### config.mk
export PLATFORM = sky130hd
export DESIGN_NAME = imm_decode_ctrl_flat
export DESIGN_NICKNAME = d
export VERILOG_FILES = /design/src/rtl/imm_decode_ctrl_pkg.sv /design/src/rtl/imm_decode_ctrl_if.sv /design/src/rtl/imm_decode_ctrl_opcode_decode.sv /design/src/rtl/imm_decode_ctrl.sv /design/src/flat_wrapper.sv
export SDC_FILE = /design/constraint.sdc
export NUM_CORES = 1
export LEC_CHECK = 0
export CAP_MARGIN = 10
export CORE_MARGIN = 8
export CORE_UTILIZATION = 28
export CTS_BUF_LIST = sky130_fd_sc_hd__clkbuf_8
export DETAILED_ROUTE_END_ITERATION = 8
export GPL_TIMING_DRIVEN = 0
export PLACE_DENSITY = 0.56
export SLEW_MARGIN = 0
export SYNTH_ARGS = -nofsm -noshare
export SYNTH_HDL_FRONTEND = slang
export SYNTH_HIERARCHICAL = 1
export SYNTH_SLANG_ARGS = --single-unit
export TNS_END_PERCENT = 20
### constraint.sdc
create_clock -name clk -period 1.3 [get_ports clk]
set_clock_uncertainty 0.1 [all_clocks]
set_input_delay 0.39 -clock clk [delete_from_list [all_inputs] [get_ports clk]]
set_output_delay 0.39 -clock clk [all_outputs]
set_load 0.03 [all_outputs]
### src/rtl/imm_decode_ctrl_pkg.sv
// Shared opcode constants, FSM state encoding and immediate-select layout
// for the immediate-generator control stage.
package imm_pkg;

   localparam logic [6:0] OPC_LOAD   = 7'b0000011;
   localparam logic [6:0] OPC_OPIMM  = 7'b0010011;
   localparam logic [6:0] OPC_JALR   = 7'b1100111;
   localparam logic [6:0] OPC_STORE  = 7'b0100011;
   localparam logic [6:0] OPC_BRANCH = 7'b1100011;
   localparam logic [6:0] OPC_LUI    = 7'b0110111;
   localparam logic [6:0] OPC_AUIPC  = 7'b0010111;
   localparam logic [6:0] OPC_JAL    = 7'b1101111;

   // Legal opcodes that carry no immediate and therefore select nothing
   localparam logic [6:0] OPC_OP     = 7'b0110011;
   localparam logic [6:0] OPC_FENCE  = 7'b0001111;
   localparam logic [6:0] OPC_SYSTEM = 7'b1110011;

   typedef enum logic {
      ST_RUN   = 1'b0,
      ST_FLUSH = 1'b1
   } state_t;

   localparam int SEL_I  = 0;
   localparam int SEL_S  = 1;
   localparam int SEL_SB = 2;
   localparam int SEL_U  = 3;
   localparam int SEL_UJ = 4;

   typedef logic [4:0] imm_sel_t;

   localparam imm_sel_t SEL_NONE  = 5'b00000;
   localparam imm_sel_t SEL_ILOAD = 5'b00001;

endpackage

### src/rtl/imm_decode_ctrl_if.sv
// Fetch-side and generator-side signals of the immediate control stage.
// The illegal flag exists only when ILLEGAL_DETECT_EN is defined.
interface imm_decode_ctrl_if;

   logic [31:0] in_inst;
   logic        in_valid;
   logic        in_ready;
   logic        nop;
   logic        out_ready;
   logic        out_valid;
   logic [24:0] Inst;
   logic        ILoad;
   logic        S;
   logic        SB;
   logic        U;
   logic        UJ;
`ifdef ILLEGAL_DETECT_EN
   logic        illegal;
`endif

   modport master (
      output in_inst, in_valid, nop, out_ready,
      input  in_ready, out_valid, Inst, ILoad, S, SB, U, UJ
`ifdef ILLEGAL_DETECT_EN
      , input illegal
`endif
   );

   modport slave (
      input  in_inst, in_valid, nop, out_ready,
      output in_ready, out_valid, Inst, ILoad, S, SB, U, UJ
`ifdef ILLEGAL_DETECT_EN
      , output illegal
`endif
   );

endinterface

### src/rtl/imm_decode_ctrl_opcode_decode.sv
// Combinational opcode to one-hot immediate-select decoder.
// ILLEGAL_DETECT_EN adds the illegal-opcode flag.
module imm_opcode_decode
   import imm_pkg::*;
(
   input  logic [6:0] opcode,
`ifdef ILLEGAL_DETECT_EN
   output logic       illegal,
`endif
   output imm_sel_t   sel
);

   always_comb begin
      sel = SEL_NONE;
      case (opcode)
         OPC_LOAD, OPC_OPIMM, OPC_JALR: sel[SEL_I]  = 1'b1;
         OPC_STORE:                     sel[SEL_S]  = 1'b1;
         OPC_BRANCH:                    sel[SEL_SB] = 1'b1;
         OPC_LUI, OPC_AUIPC:            sel[SEL_U]  = 1'b1;
         OPC_JAL:                       sel[SEL_UJ] = 1'b1;
         default:                       sel = SEL_NONE;
      endcase
   end

`ifdef ILLEGAL_DETECT_EN
   // Compressed encodings (low bits not 11) are never accepted here
   always_comb begin
      illegal = 1'b0;
      if (opcode[1:0] != 2'b11)
         illegal = 1'b1;
      else if (sel == SEL_NONE && opcode != OPC_OP &&
               opcode != OPC_FENCE && opcode != OPC_SYSTEM)
         illegal = 1'b1;
   end
`endif

endmodule

### src/rtl/imm_decode_ctrl.sv
// Immediate-generator control stage: valid/ready instruction capture,
// registered opcode decode, flush hold sequencing. Optional: ILLEGAL_DETECT_EN.
module imm_decode_ctrl
   import imm_pkg::*;
#(
   parameter int          FLUSH_HOLD = 1,
   parameter logic [31:0] NOP_INST   = 32'h00000013
)(
   input  logic                clk,
   input  logic                rst,
   imm_decode_ctrl_if.slave    bus
);

   localparam logic [1:0] HOLD_INIT = 2'(FLUSH_HOLD - 1);

   state_t      state_q, state_d;
   logic [1:0]  cnt_q, cnt_d;
   logic [24:0] inst_q, inst_d;
   imm_sel_t    sel_q, sel_d;
   logic        valid_q, valid_d;
   imm_sel_t    dec_sel;
   logic        ready;
   logic        accept;
`ifdef ILLEGAL_DETECT_EN
   logic        illegal_q, illegal_d;
   logic        dec_illegal;
`endif

   imm_opcode_decode u_dec (
      .opcode  (bus.in_inst[6:0]),
`ifdef ILLEGAL_DETECT_EN
      .illegal (dec_illegal),
`endif
      .sel     (dec_sel)
   );

   assign ready  = (state_q == ST_RUN) && (!valid_q || bus.out_ready);
   // A flush in the same cycle drops the offered instruction
   assign accept = bus.in_valid && ready && !bus.nop;

   always_ff @(posedge clk) begin
      if (rst) begin
         state_q   <= ST_RUN;
         cnt_q     <= 2'd0;
         inst_q    <= NOP_INST[31:7];
         sel_q     <= SEL_NONE;
         valid_q   <= 1'b0;
`ifdef ILLEGAL_DETECT_EN
         illegal_q <= 1'b0;
`endif
      end else begin
         state_q   <= state_d;
         cnt_q     <= cnt_d;
         inst_q    <= inst_d;
         sel_q     <= sel_d;
         valid_q   <= valid_d;
`ifdef ILLEGAL_DETECT_EN
         illegal_q <= illegal_d;
`endif
      end
   end

   always_comb begin
      state_d   = state_q;
      cnt_d     = cnt_q;
      inst_d    = inst_q;
      sel_d     = sel_q;
      valid_d   = valid_q;
`ifdef ILLEGAL_DETECT_EN
      illegal_d = illegal_q;
`endif
      if (bus.nop) begin
         state_d   = ST_FLUSH;
         cnt_d     = HOLD_INIT;
         inst_d    = NOP_INST[31:7];
         sel_d     = SEL_ILOAD;
         valid_d   = 1'b0;
`ifdef ILLEGAL_DETECT_EN
         illegal_d = 1'b0;
`endif
      end else begin
         case (state_q)
            ST_FLUSH: begin
               if (cnt_q == 2'd0)
                  state_d = ST_RUN;
               else
                  cnt_d = cnt_q - 2'd1;
            end
            default: begin
               if (accept) begin
                  inst_d    = bus.in_inst[31:7];
                  sel_d     = dec_sel;
                  valid_d   = 1'b1;
`ifdef ILLEGAL_DETECT_EN
                  illegal_d = dec_illegal;
`endif
               end else if (valid_q && bus.out_ready) begin
                  valid_d = 1'b0;
               end
            end
         endcase
      end
   end

   assign bus.in_ready  = ready;
   assign bus.out_valid = valid_q;
   assign bus.Inst      = inst_q;
   assign bus.ILoad     = sel_q[SEL_I];
   assign bus.S         = sel_q[SEL_S];
   assign bus.SB        = sel_q[SEL_SB];
   assign bus.U         = sel_q[SEL_U];
   assign bus.UJ        = sel_q[SEL_UJ];
`ifdef ILLEGAL_DETECT_EN
   assign bus.illegal   = illegal_q;
`endif

endmodule

### src/flat_wrapper.sv
// flat-port wrapper written by rule: the top's interface ports become plain ports
module imm_decode_ctrl_flat import imm_pkg::*;
#(
   parameter int          FLUSH_HOLD = 1,
   parameter logic [31:0] NOP_INST   = 32'h00000013
)
  (clk, rst, bus_in_inst, bus_in_valid, bus_nop, bus_out_ready, bus_in_ready, bus_out_valid, bus_Inst, bus_ILoad, bus_S, bus_SB, bus_U, bus_UJ);
  imm_decode_ctrl_if bus_i ();
  input  logic clk;
  input  logic rst;
  input wire logic [$bits(bus_i.in_inst)-1:0] bus_in_inst;
  input wire logic [$bits(bus_i.in_valid)-1:0] bus_in_valid;
  input wire logic [$bits(bus_i.nop)-1:0] bus_nop;
  input wire logic [$bits(bus_i.out_ready)-1:0] bus_out_ready;
  output wire logic [$bits(bus_i.in_ready)-1:0] bus_in_ready;
  output wire logic [$bits(bus_i.out_valid)-1:0] bus_out_valid;
  output wire logic [$bits(bus_i.Inst)-1:0] bus_Inst;
  output wire logic [$bits(bus_i.ILoad)-1:0] bus_ILoad;
  output wire logic [$bits(bus_i.S)-1:0] bus_S;
  output wire logic [$bits(bus_i.SB)-1:0] bus_SB;
  output wire logic [$bits(bus_i.U)-1:0] bus_U;
  output wire logic [$bits(bus_i.UJ)-1:0] bus_UJ;
  assign bus_i.in_inst = bus_in_inst;
  assign bus_i.in_valid = bus_in_valid;
  assign bus_i.nop = bus_nop;
  assign bus_i.out_ready = bus_out_ready;
  assign bus_in_ready = bus_i.in_ready;
  assign bus_out_valid = bus_i.out_valid;
  assign bus_Inst = bus_i.Inst;
  assign bus_ILoad = bus_i.ILoad;
  assign bus_S = bus_i.S;
  assign bus_SB = bus_i.SB;
  assign bus_U = bus_i.U;
  assign bus_UJ = bus_i.UJ;
  imm_decode_ctrl #(.FLUSH_HOLD(FLUSH_HOLD), .NOP_INST(NOP_INST)) u_core (.clk(clk), .rst(rst), .bus(bus_i));
endmodule
==> results_dict.tcl <==
set metrics [dict create \
    top_library_cells_by_usage_in_the_layout_fill_and_taps_aside "nand3_1, o21ai_1, a21oi_1" \
    critPathBufInv 2 \
    synthesis.instances 172 \
    area_growth_syn_to_layout_pct 63.5 \
    finalCritPeriodShare 1.22 \
    cp_num_cells 4 \
    coreArea_um2 5110 \
    mostFrequentLayoutCell "nand3_1" \
    static_leakage_nw 0.948 \
    cellPowerDensity_nw_per_um2 946 \
    reg2reg_to "u_core/bus.Inst[1]" \
    number_of_distinct_library_cells_after_synthesis 29 \
    placement.setup.worst_slack_ns -1.18 \
    synth-seq-area-share 0.460 \
    min_period_ns 1.59 \
    clock_tree.htree_level_count 2 \
    hold_viol 0 \
    diodes 0 \
    reg2reg_from "u_core/bus.out_valid" \
    synthesis.nets 210 \
    worst_path_max_delay_cell "dfxtp_2" \
    hpwl_um 3220 \
    arrival_ns 1.10 \
    first_global_vias 1497 \
    worst_setup_path_start_kind "flip-flop" \
    synth_xor_xnor_area_share 0.00592 \
    critical_path.max_fanout 4 \
    clkTransAtPathRegs_ns 0.07 \
    setup_viol_count_final 2 \
    dr.pass1.iters 4 \
    floorplan.die_area_um2 7860 \
    worst_slack_ns -0.286 \
    timing.hold.worst_path_depth 4 \
    final_core_util 0.473 \
    worst_hold_startpoint "bus_in_inst[6]" \
    critical_path_class "reg -> out" \
    fp-row-count 26 \
    chipWidth_um 88.7 \
    finalMaxSlewViolations 0 \
    timing.critical_path.from "u_core/bus.out_valid" \
    die_h_um 88.7 \
    grt_setup_unrepaired "yes" \
    violations "negative setup slack" \
    cp_slowest_stage_delay_ns 0.33 \
    synthesis.area_um2 1480 \
    drt-initial-drc-count 67 \
    viasPerCell 4.64 \
    cts.root.buffer_cell "clkbuf_8" \
    drt_drc_violations_left 0 \
    postSynthRegisterBits 34 \
    setup.worst_path.end "bus_in_ready" \
    required_time_at_the_endpoint_of_the_critical_path_ns 0.81 \
    status "complete, but fails checks" \
    clk_latency_ns 0.28 \
    synth.avg_cell_area_um2 8.60 \
    slew-limit-headroom 0.784 \
    design_power_total_w 0.00229 \
    vias_after_detailed_routing 1491 \
    place_congestion 0.655 \
    grt_util_all_layers 0.116 \
    synthesis.yosys.warnings 6 \
    reg2reg_setup_slack_ns 0.07 \
    post_drt_wl_per_cell_um 14.5 \
    synth_top_family_by_area "compound AO/OA/AOI/OAI gates" \
    timing.max_cap.violations 0 \
    overflow 0 \
    post_route_cells_drive_above_1_share 0.331 \
    crit_family "flip-flops" \
    vdd.ir_drop.worst_v 0.000418 \
    worstHoldPathType "in -> reg" \
    synth.area.mux_share 0 \
    cts_sinks 34 \
    ctsLongestPathBuffers 2 \
    worstRegToRegCells 5 \
    tritoncts.num_buffers 5 \
    synth_compound_gate_area_share 0.225 \
    grt_first_pass_wirelength_um 7180 \
    final_net_count 290 \
    io_buffer_count 68 \
    clock_tree_from_tritoncts "yes" \
    wl_um 4640 \
    antenna_found_initial 0 \
    grt_max_degree 11 \
    final_antenna_net_count 0 \
    synth-adder-area-share 0.00846 \
    num_io_pins 69 \
    endpoint_kind "primary output" \
    post_synthesis_simple_gate_area_fraction 0.201 \
    timing.fmax_ghz 0.630 \
    tightest_slew_ns 0.325 \
    initial_standard_cell_utilization_of_the_core 0.290 \
    timing.critical_path.cells "and2b_4, buf_8, nor2_4, buf_6" \
]
==> sequential cells by signal (all words and copies together) (netlist names) <==
register and count:
u_core/bus.Inst 25, u_core/bus.out_valid 1, u_core/cnt_q 2, u_core/sel_q 5
u_core/state_q 1
==> synthesized netlist by cell type, drive strengths merged <==
master,n,area (um^2)
ha,1,12.5
a21oi,31,163
nor3,2,10.0
nand4,1,6.26
nor2,7,26.3
buf,16,135
a211oi,2,20.0
dfxtp,34,681
nand4b,1,8.76
nand3b,2,15.0
or2,1,6.26
nand2b,3,18.8
or3,1,6.26
nand2,2,10.0
nand3,29,145
xnor2,1,8.76
inv,3,11.3
o21ai,30,150
nor4,2,18.8
and2b,3,26.3
==> how the worst min path moves through the flow <==
stage                                to
CTS                      u_core/state_q
floorplan               u_core/sel_q[0]
finish                  u_core/sel_q[3]
global route             u_core/state_q
detailed placement   u_core/bus.Inst[1]
global placement    u_core/bus.Inst[18]
==> through the flow <==
stage | instances | area (um^2) | hold slack (ns) | setup TNS (ns)
6_report | 321 | 2420 | 0.346 | -0.515
5_1_grt | 321 | 2420 | 0.356 | -0.655
4_1_cts | 318 | 2290 | 0.354 | -1.06
3_5_place_dp | 310 | 2260 | 0.367 | -19.54
3_3_place_gp | 310 | 2260 | 0.365 | -19.14
2_1_floorplan | 172 | 1490 | 0.355 | -0.0977
==> logic make-up (layout without fill, tap and decap cells) <==
| family | after synthesis | count (layout) |
|---|---|---|
| DFF | 34 | 34 |
| xor gates and xnor gates | 1 | 1 |
| and+or+nand+nor | 54 | 54 |
| buffers and inverters | 19 | 98 |
| adders and majority gates | 1 | 1 |
| AOI/OAI and AO/OA | 63 | 63 |
==> report_power, final <==
part | leakage, nW | total (W) | switching [W] | internal (W)
Clock | 0.0431 | 0.000760 | 0.000352 | 0.000408
Sequential | 0.280 | 0.00109 | 0.0000179 | 0.00107
Combinational | 0.624 | 0.000436 | 0.000213 | 0.000223
Total | 0.948 | 0.00229 | 0.000582 | 0.00170
==> metal layers <==
metal	wire, um	up-vias	part of all wire	global-route usage
li1	-	768	-	-
met1	2080	676	0.45	0.144
met2	2160	43	0.47	0.183
met3	354	4	0.076	0.0399
met4	44	0	0.0095	0.0323
met5	0	-	0	0
==> worst min-delay path, cell delays in order <==
cell      delay (ns)
clkbuf_2        0.13
nor3_1          0.06
nand3_1         0.05
a21oi_1         0.05
==> timing repair <==
action / 4_1_cts / 5_1_grt
gates cloned: 0 / 1
gates resized for setup: 200 / 45
setup buffers: 2 / 2
hold buffers: 0 / 0
endpoints found under the setup margin: 65 / 52
pin swaps: 7 / 5
==> final cells by class <==
cell class,count,area (um^2)
Buffer,16,158
Clock buffer,6,82.6
Fill cell,548,2690
Inverter,3,11.3
Multi-Input combinational cell,119,687
Sequential cell,34,692
Tap cell,70,87.6
Timing Repair Buffer,73,699
Note: power is estimated with default switching activity, not from simulation.
